--- src/rtl/gray_code_counter.sv ---
// Gray-code counter with a binary shadow: up/down stepping, synchronous clear/load,
// wrap or saturate at the ends, registered Gray output that changes one bit per step.
module gray_code_counter #(
    parameter int DATA_WIDTH  = 3,
    parameter int WRAP        = 1,
    parameter int RESET_VALUE = 0
) (
    input  logic                  clk,
    input  logic                  rst,
    input  logic                  en,
    input  logic                  up_dn,
    input  logic                  clr,
    input  logic                  load,
    input  logic [DATA_WIDTH-1:0] load_bin,
    output logic [DATA_WIDTH-1:0] gray,
    output logic [DATA_WIDTH-1:0] bin,
    output logic                  wrap,
    output logic                  sat,
    output logic                  at_max,
    output logic                  at_min
);

    localparam logic [DATA_WIDTH-1:0] MAX_BIN   = '1;
    localparam logic [DATA_WIDTH-1:0] RESET_BIN = DATA_WIDTH'(RESET_VALUE);
    localparam logic [DATA_WIDTH-1:0] RESET_GRAY = RESET_BIN ^ (RESET_BIN >> 1);

    logic [DATA_WIDTH-1:0] bin_q, bin_d;
    logic [DATA_WIDTH-1:0] gray_q, gray_d;
    logic                  wrap_q, wrap_d;
    logic                  sat_q, sat_d;

    always_comb begin
        bin_d  = bin_q;
        wrap_d = 1'b0;
        sat_d  = 1'b0;
        if (clr) begin
            bin_d = '0;
        end else if (load) begin
            bin_d = load_bin;
        end else if (en) begin
            if (up_dn) begin
                if (bin_q != MAX_BIN) begin
                    bin_d = bin_q + 1'b1;
                end else if (WRAP != 0) begin
                    bin_d  = '0;
                    wrap_d = 1'b1;
                end else begin
                    sat_d = 1'b1;
                end
            end else begin
                if (bin_q != '0) begin
                    bin_d = bin_q - 1'b1;
                end else if (WRAP != 0) begin
                    bin_d  = MAX_BIN;
                    wrap_d = 1'b1;
                end else begin
                    sat_d = 1'b1;
                end
            end
        end
        // Gray comes from the next binary value so both registers update together.
        gray_d = bin_d ^ (bin_d >> 1);
    end

    always_ff @(posedge clk or posedge rst) begin
        if (rst) begin
            bin_q  <= RESET_BIN;
            gray_q <= RESET_GRAY;
            wrap_q <= 1'b0;
            sat_q  <= 1'b0;
        end else begin
            bin_q  <= bin_d;
            gray_q <= gray_d;
            wrap_q <= wrap_d;
            sat_q  <= sat_d;
        end
    end

    assign gray   = gray_q;
    assign bin    = bin_q;
    assign wrap   = wrap_q;
    assign sat    = sat_q;
    assign at_max = (bin_q == MAX_BIN);
    assign at_min = (bin_q == '0);

endmodule

--- config.mk ---
export PLATFORM = sky130hd
export DESIGN_NAME = gray_code_counter
export DESIGN_NICKNAME = d
export VERILOG_FILES = /design/src/rtl/gray_code_counter.sv
export SDC_FILE = /design/constraint.sdc
export NUM_CORES = 1
export LEC_CHECK = 0
export BUFFER_PORTS_ARGS = -buffer_cell sky130_fd_sc_hd__buf_4
export CAP_MARGIN = 40
export CORE_MARGIN = 10
export CORE_UTILIZATION = 27
export DETAILED_ROUTE_END_ITERATION = 16
export GPL_ROUTABILITY_DRIVEN = 0
export SLEW_MARGIN = 20
export SYNTH_ARGS = -nofsm -noshare
export SYNTH_HDL_FRONTEND = slang
export SYNTH_SLANG_ARGS = --single-unit
--- constraint.sdc ---
create_clock -name clk -period 1.75 [get_ports clk]
set_input_delay 0.175 -clock clk [delete_from_list [all_inputs] [get_ports clk]]
set_output_delay 0.175 -clock clk [all_outputs]
set_load 0.005 [all_outputs]
==> impl_metrics.py, run 1 <==
metrics = {
    "status": {
        "outcome": "finished clean",
    },
    "pwr": {
        "p_total_uw": 411,
        "power_per_cell_area_mw_per_mm2": 678,
        "max-vdd-ir-drop_uv": 354,
        "power.leakage_nw": 0.310,
    },
    "clock_tree": {
        "numCtsBuffers": 3,
        "ctsLongestPathBuffers": 2,
        "clk_root_buffer_cell": "sky130_fd_sc_hd__clkbuf_4",
        "worst_skew_pair.late_latency_ns": 0.23,
        "clock_tree.htree_level_count": 1,
        "clock_sink_count": 6,
        "cts.repair.resized": 0,
        "cts_clk_pin_slew_worst_paths_ns": 0.04,
        "cts_tree": "done",
    },
    "setup_path": {
        "crit_path_max_incr_delay_ns": 0.42,
        "worst_ep_required_time_ns": 1.87,
        "cp-start-kind": "register",
        "setup.worst_path.end_class": "register",
        "timing.critical_path.fanout_max": 5,
        "timing.critical_path.cells": "ha_1, ha_1, nand2b_1, o2bb2ai_1, o21ai_0, a21oi_2",
        "type_of_the_setup_path_with_the_least_slack": "reg2reg",
        "crit_top_cell": "sky130_fd_sc_hd__ha_1",
        "critical_path_arrival_ns": 1.73,
        "slowest_cell_on_the_critical_path": "sky130_fd_sc_hd__dfrtp_1",
    },
    "sta": {
        "final-setup-viol-count": 0,
        "fin_setup_tns_ns": 0,
        "rsz_0062_raised_after_global_routing": "no",
        "slew_viol_final": 0,
        "min_period_over_period": 0.921,
        "layout_min_cycle_time_ns": 1.61,
        "finClkSkew_ns": 0.000456,
        "hold_violations": 0,
        "max_clock_freq_mhz": 621,
    },
    "global_route": {
        "grt-ovfl-total": 0,
        "largest_net_degree_at_the_start_of_global_routing": 9,
        "grtUsageTotal": 0.0558,
        "grt_pass1_wl_um": 1620,
        "antenna_found_initial": 0,
        "grt_pass1_vias": 381,
    },
    "final_layout": {
        "combined_area_of_the_multi_input_logic_cells_um2": 256,
        "areaGrowthSynthToFinish_pct": 37.5,
        "drive_gt1_frac": 0.397,
        "stdcell_count": 84,
        "regArea_um2": 150,
        "n_antenna_cell": 0,
        "finish.net_count": 83,
        "cell_area_after_layout_um2": 606,
        "layout.filler_cells": 167,
    },
    "die": {
        "total_i_o_pin_count": 19,
        "core_area_mm2": 0.00152,
        "floorplan.initialDensity": 0.289,
        "die_width_um": 60.4,
        "floorplan.rows": 14,
        "die_h_um": 60.4,
        "fp.dieArea_mm2": 0.00365,
    },
    "synthesis": {
        "syn_avg_cell_area_um2": 8.99,
        "synth.ff_latch_count": 6,
        "yosysUniqueCellTypes": 23,
        "syn_area_um2": 440,
        "yosys_warnings": 0,
        "synth_fp_nets": 62,
        "ys_seq_area_frac": 0.341,
        "synth_cells": 49,
    },
    "route": {
        "detail-route-antenna-nets": 0,
        "vias": 387,
        "drc": 0,
        "via_per_inst": 4.61,
        "routedWlPerCell_um": 12.4,
        "drt_iter0_drc": 5,
        "detail_route.wirelength_um": 1040,
        "dr.pass1.iters": 2,
    },
    "min_path": {
        "min-delay-path-class": "in2reg",
    },
    "placed_design": {
        "detailedPlacementHpwl_um": 892,
        "postPlaceCellArea_um2": 573,
        "place.port_buffers": 17,
        "dp_cells": 80,
    },
    "flow_run": {
        "max_cap_viol_count": 0,
    },
}
## flip-flops by register name, indices dropped and copies added, names as in the netlist
| name | count |
|---|---|
| gray | 2 |
| bin | 3 |
| wrap | 1 |
## layout make-up
class | instances | share of cell area
multi-input combinational | 36 | 0.424
sequential | 6 | 0.248
timing repair buffer | 18 | 0.227
clock buffer | 3 | 0.0372
tap | 16 | 0.0331
inverter | 5 | 0.0310
## routing by layer
layer | GRT usage | wire length (µm) | share of wire
met5 | 0 | 0 | 0
met3 | 0.0230 | 85 | 0.082
met1 | 0.0665 | 455 | 0.44
met2 | 0.0882 | 499 | 0.48
met4 | 0.0192 | 0 | 0
## logic make-up (layout without fill, tap and decap cells)
family          Yosys count  after routing  share of synthesized area
simple gates             17             17                      0.224
flops                     6              6                      0.341
xor+xnor                  1              1                     0.0199
buf+inv                   7             26                     0.0767
other cells               1              1                    0.00851
compound gates           13             13                      0.216
fa+ha+maj                 4              4                      0.114
## worst max-delay path: cells and delay by family (launching register included)
kind | cells | cell delay, ns
compound gates | 3 | 0.49
fa+ha+maj | 2 | 0.43
flops | 1 | 0.42
simple gates | 1 | 0.15
## layout by cell type, fill, tap and decap left out, types with 2 or more instances in the layout
cell type                  instances
sky130_fd_sc_hd__a21oi_1           5
sky130_fd_sc_hd__a21oi_2           2
sky130_fd_sc_hd__buf_4            17
sky130_fd_sc_hd__clkbuf_4          3
sky130_fd_sc_hd__dfrtp_1           6
sky130_fd_sc_hd__ha_1              4
sky130_fd_sc_hd__inv_1             5
sky130_fd_sc_hd__nand2_1           2
sky130_fd_sc_hd__nand2b_1          3
sky130_fd_sc_hd__nor2_1            3
sky130_fd_sc_hd__nor3_1            4
## where the power goes
part / switching (mW) / internal [mW] / leakage [nW] / total (mW)
logic: 0.0602 / 0.0671 / 0.220 / 0.127
clock network: 0.0433 / 0.0771 / 0.0138 / 0.120
registers: 0.0109 / 0.152 / 0.0767 / 0.163
total: 0.114 / 0.296 / 0.310 / 0.411
## synth_stat cells
cell / number / area, µm²
sky130_fd_sc_hd__conb_1: 1 / 3.75
sky130_fd_sc_hd__nor3_2: 1 / 10.0
sky130_fd_sc_hd__and2b_1: 1 / 7.51
sky130_fd_sc_hd__nand2b_1: 3 / 18.8
sky130_fd_sc_hd__o211ai_1: 1 / 7.51
sky130_fd_sc_hd__a211o_2: 1 / 10.0
sky130_fd_sc_hd__o2bb2ai_1: 1 / 8.76
sky130_fd_sc_hd__o21ai_0: 1 / 5.00
sky130_fd_sc_hd__buf_4: 2 / 15.0
sky130_fd_sc_hd__a21oi_2: 2 / 17.5
sky130_fd_sc_hd__inv_1: 5 / 18.8
sky130_fd_sc_hd__xor2_1: 1 / 8.76
sky130_fd_sc_hd__nor2b_2: 1 / 8.76
sky130_fd_sc_hd__or3_1: 1 / 6.26
sky130_fd_sc_hd__and2b_2: 1 / 8.76
sky130_fd_sc_hd__nor3_1: 4 / 20.0
sky130_fd_sc_hd__a21oi_1: 5 / 25.0
sky130_fd_sc_hd__nand2_1: 2 / 7.51
sky130_fd_sc_hd__nor2_1: 3 / 11.3
sky130_fd_sc_hd__ha_1: 4 / 50.1
sky130_fd_sc_hd__dfrtp_1: 6 / 150
sky130_fd_sc_hd__a211o_1: 1 / 8.76
sky130_fd_sc_hd__a22oi_2: 1 / 12.5
## final timing paths
kind / start / end / slack, ns / cells after the start
setup / recovery: bin[0] / gray[1] / 0.14 / 6
hold / removal: clr / bin[0] / 0.15 / 2
setup reg to reg: bin[0] / gray[1] / 0.14 / 6
max in group asynchronous: rst / bin[1] / 1.15 / 3
min in group asynchronous: rst / gray[0] / 0.42 / 3
hold reg to reg: bin[0] / bin[0] / 0.81 / 3
## per-stage QoR
stage	utilization	hold WS (ns)	worst slack, ns
2_1_floorplan	-	-0.0340	0.229
6_report	0.397	0.146	0.139
3_5_place_dp	0.376	0.110	0.131
3_3_place_gp	0.376	0.103	0.148
5_1_grt	0.397	0.139	0.0327
4_1_cts	0.397	0.145	0.125
## repair_timing
item	in CTS	in global routing
buffers inserted	0	0
hold buffers	1	0
endpoints found under the hold margin	6	0
Note: power is estimated with default switching activity, not from simulation.
==> inputs of run 2 (changes only) <==
Settings changed: ABC_AREA set to 1, BUFFER_PORTS_ARGS -buffer_cell sky130_fd_sc_hd__buf_4 to -buffer_cell sky130_fd_sc_hd__buf_2, CORE_ASPECT_RATIO set to 0.75.
==> impl_metrics.py, run 2 <==
metrics = {
    "global_route": {
        "grtUsageTotal": 0.0649,
        "largest_net_degree_at_the_start_of_global_routing": 7,
        "grt-ovfl-total": 0,
        "antenna_found_initial": 0,
        "grt_pass1_vias": 458,
        "grt_pass1_wl_um": 1890,
    },
    "flow_run": {
        "max_cap_viol_count": 0,
    },
    "synthesis": {
        "yosysTopAreaCell": "sky130_fd_sc_hd__dfrtp_1",
        "synth_edf_count": 0,
        "ys_async_sr_fraction": 1.00,
        "synth_cells": 67,
        "yosysUniqueCellTypes": 16,
        "syn_avg_cell_area_um2": 6.97,
        "yosys_most_used_dff": "sky130_fd_sc_hd__dfrtp_1",
        "ys_seq_area_frac": 0.322,
        "yosys_warnings": 0,
        "synth_most_common_cell": "sky130_fd_sc_hd__nand2_1",
        "synth_fp_nets": 80,
        "synth.area.top_cells": "sky130_fd_sc_hd__dfrtp_1 32%, sky130_fd_sc_hd__nand2_1 16%, sky130_fd_sc_hd__ha_1 11%, sky130_fd_sc_hd__inv_1 5.6%, sky130_fd_sc_hd__nor2_2 5.4%",
        "synthTopCellsByCount": "20 x sky130_fd_sc_hd__nand2_1, 7 x sky130_fd_sc_hd__inv_1, 6 x sky130_fd_sc_hd__dfrtp_1, 6 x sky130_fd_sc_hd__nor2_1, 5 x sky130_fd_sc_hd__inv_2",
        "synth.ff_latch_count": 6,
        "synth_largest_type_area_fraction": 0.322,
        "syn_area_um2": 467,
    },
    "clock_tree": {
        "cts_clk_pin_slew_worst_paths_ns": 0.05,
        "ctsLongestPathBuffers": 2,
        "clock_tree.htree_level_count": 1,
        "clock_sink_count": 6,
        "cts_tree": "done",
        "numCtsBuffers": 3,
        "cts.repair.resized": 0,
        "clk_root_buffer_cell": "sky130_fd_sc_hd__clkbuf_4",
        "worst_skew_pair.late_latency_ns": 0.24,
    },
    "sta": {
        "layout_min_cycle_time_ns": 1.47,
        "timing.final.ws_setup_ns": 0.276,
        "final-setup-viol-count": 0,
        "hold_violations": 0,
        "max_clock_freq_mhz": 679,
        "finClkSkew_ns": 0.00363,
        "min_period_over_period": 0.842,
        "holdWs_ns": 0.240,
        "fin_setup_tns_ns": 0,
        "slew_viol_final": 0,
        "rsz_0062_raised_after_global_routing": "no",
    },
    "setup_path": {
        "timing.rr.start": "bin[1]",
        "timing.reg2reg.worst_path_depth": 10,
        "crit_path_max_incr_delay_ns": 0.42,
        "timing.critical_path.cells": "ha_1, ha_1, nand2_2, nand2_1, nor2_2, nand2_2, nand2_1, nand2_1, nand3_1, nand2_1",
        "cp_top_delay_family": "simple AND/OR/NAND/NOR gates",
        "timing.rr.end": "gray[1]",
        "timing.critical_path.fanout_max": 4,
        "cp-start-kind": "register",
        "crit_path_buf_inv_count": 0,
        "type_of_the_setup_path_with_the_least_slack": "reg2reg",
        "worst_ep_required_time_ns": 1.88,
        "critical_path_arrival_ns": 1.61,
        "setup.worst_path.end_class": "register",
        "crit_top_cell": "sky130_fd_sc_hd__nand2_1",
        "worst_reg_to_reg_setup_slack_ns": 0.28,
        "slowest_cell_on_the_critical_path": "sky130_fd_sc_hd__dfrtp_1",
    },
    "pwr": {
        "power_frac_comb": 0.289,
        "power.leakage_nw": 0.361,
        "power_per_cell_area_mw_per_mm2": 680,
        "share_clk_of_total_power": 0.315,
        "power_frac_seq": 0.396,
        "netSwitchingFraction": 0.312,
        "max-vdd-ir-drop_uv": 191,
        "power_report.internal_total_uw": 279,
        "p_sw_uw": 126,
        "p_total_uw": 405,
    },
    "route": {
        "dr.pass1.iters": 4,
        "drt_iter0_drc": 11,
        "detail-route-antenna-nets": 0,
        "detail_route.wirelength_um": 1140,
        "routedWlPerCell_um": 10.7,
        "drc": 0,
        "vias": 447,
        "via_per_inst": 4.18,
    },
    "die": {
        "fp.dieArea_mm2": 0.00381,
        "floorplan.rows": 12,
        "floorplan.initialDensity": 0.299,
        "core_area_mm2": 0.00156,
        "die_width_um": 68.0,
        "die_h_um": 56.0,
        "total_i_o_pin_count": 19,
    },
    "final_layout": {
        "stdcell_count": 107,
        "cell_area_after_layout_um2": 596,
        "finish.net_count": 101,
        "postLayoutCoreUtil": 0.381,
        "regArea_um2": 150,
        "areaGrowthSynthToFinish_pct": 27.6,
        "n_antenna_cell": 0,
        "layout.cells.most_common_list": "20 x sky130_fd_sc_hd__nand2_1, 17 x sky130_fd_sc_hd__buf_2, 7 x sky130_fd_sc_hd__inv_1, 6 x sky130_fd_sc_hd__nor2_1, 6 x sky130_fd_sc_hd__dfrtp_1",
        "largest_register_ffs": 3,
        "layout_commonest_cell": "sky130_fd_sc_hd__nand2_1",
        "combined_area_of_the_multi_input_logic_cells_um2": 256,
        "layout.filler_cells": 180,
        "drive_gt1_frac": 0.384,
    },
    "placed_design": {
        "place.port_buffers": 17,
        "post-place-ws_ns": 0.257,
        "dp_cells": 103,
        "postPlaceCellArea_um2": 563,
        "detailedPlacementHpwl_um": 1000,
    },
    "min_path": {
        "min_to": "wrap",
        "holdPathStages": 4,
        "min-delay-path-class": "in2reg",
        "min_from": "clr",
    },
    "status": {
        "outcome": "finished clean",
    },
}
## run 2: changes by cell type in the layout (fill, tap and decap cells not counted), sizes merged, moves of 2 or more
cell    before  now
nand2b       3    0
nor3         5    1
nor2         3   10
nand2        2   22
and2b        2    0
nand3        0    3
a21oi        7    4
a211o        2    0
inv          5   12
## run 2: cell families after synthesis
| logic type | synth area share |
|---|---|
| other | 0.00804 |
| AOI/OAI and AO/OA | 0.102 |
| and+or+nand+nor | 0.332 |
| DFF | 0.322 |
| adders and majority gates | 0.107 |
| buffers and inverters | 0.129 |
## run 2: worst reg2reg max path, stage by stage, from the launching register on
cell	delay, ns
sky130_fd_sc_hd__dfrtp_1	0.42
sky130_fd_sc_hd__ha_1	0.20
sky130_fd_sc_hd__ha_1	0.20
sky130_fd_sc_hd__nand2_2	0.08
sky130_fd_sc_hd__nand2_1	0.06
sky130_fd_sc_hd__nor2_2	0.08
sky130_fd_sc_hd__nand2_2	0.08
sky130_fd_sc_hd__nand2_1	0.06
sky130_fd_sc_hd__nand2_1	0.06
sky130_fd_sc_hd__nand3_1	0.08
sky130_fd_sc_hd__nand2_1	0.05
## run 2: timing repair
item | in CTS | in global routing
setup buffers | 0 | 0
hold buffers | 1 | 0
endpoints found under the hold margin | 6 | 0
## run 2: routing by layer
layer / global-route usage / vias up / wire length, µm
li1: - / 240 / -
met4: 0.0513 / 0 / 23
met2: 0.0884 / 17 / 458
met1: 0.0744 / 188 / 561
met5: 0 / - / 0
met3: 0.0301 / 2 / 97
## run 2: power by group through the flow
stage	clock, mW	sequential (mW)	combinational, mW
2_1_floorplan	0	0.163	0.0763
3_3_place_gp	0	0.162	0.117
3_5_place_dp	0	0.163	0.118
4_1_cts	0.137	0.161	0.120
5_1_grt	0.144	0.163	0.135
6_report	0.127	0.160	0.117
## run 2: final cells by class
class | count | area share
Sequential cell | 6 | 0.252
Multi-Input combinational cell | 47 | 0.431
Tap cell | 21 | 0.0441
Inverter | 12 | 0.0756
Timing Repair Buffer | 18 | 0.160
Clock buffer | 3 | 0.0378
## run 2: how the worst max path moves through the flow
stage               startpoint  endpoint  slack (ns)  cells past startpoint
floorplan               bin[0]   gray[1]        0.34                     10
global placement        bin[1]   gray[1]        0.26                     10
detailed placement      bin[1]   gray[1]        0.26                     10
CTS                     bin[1]   gray[1]        0.26                     10
global route            bin[1]   gray[1]        0.15                     10
finish                  bin[1]   gray[1]        0.28                     10
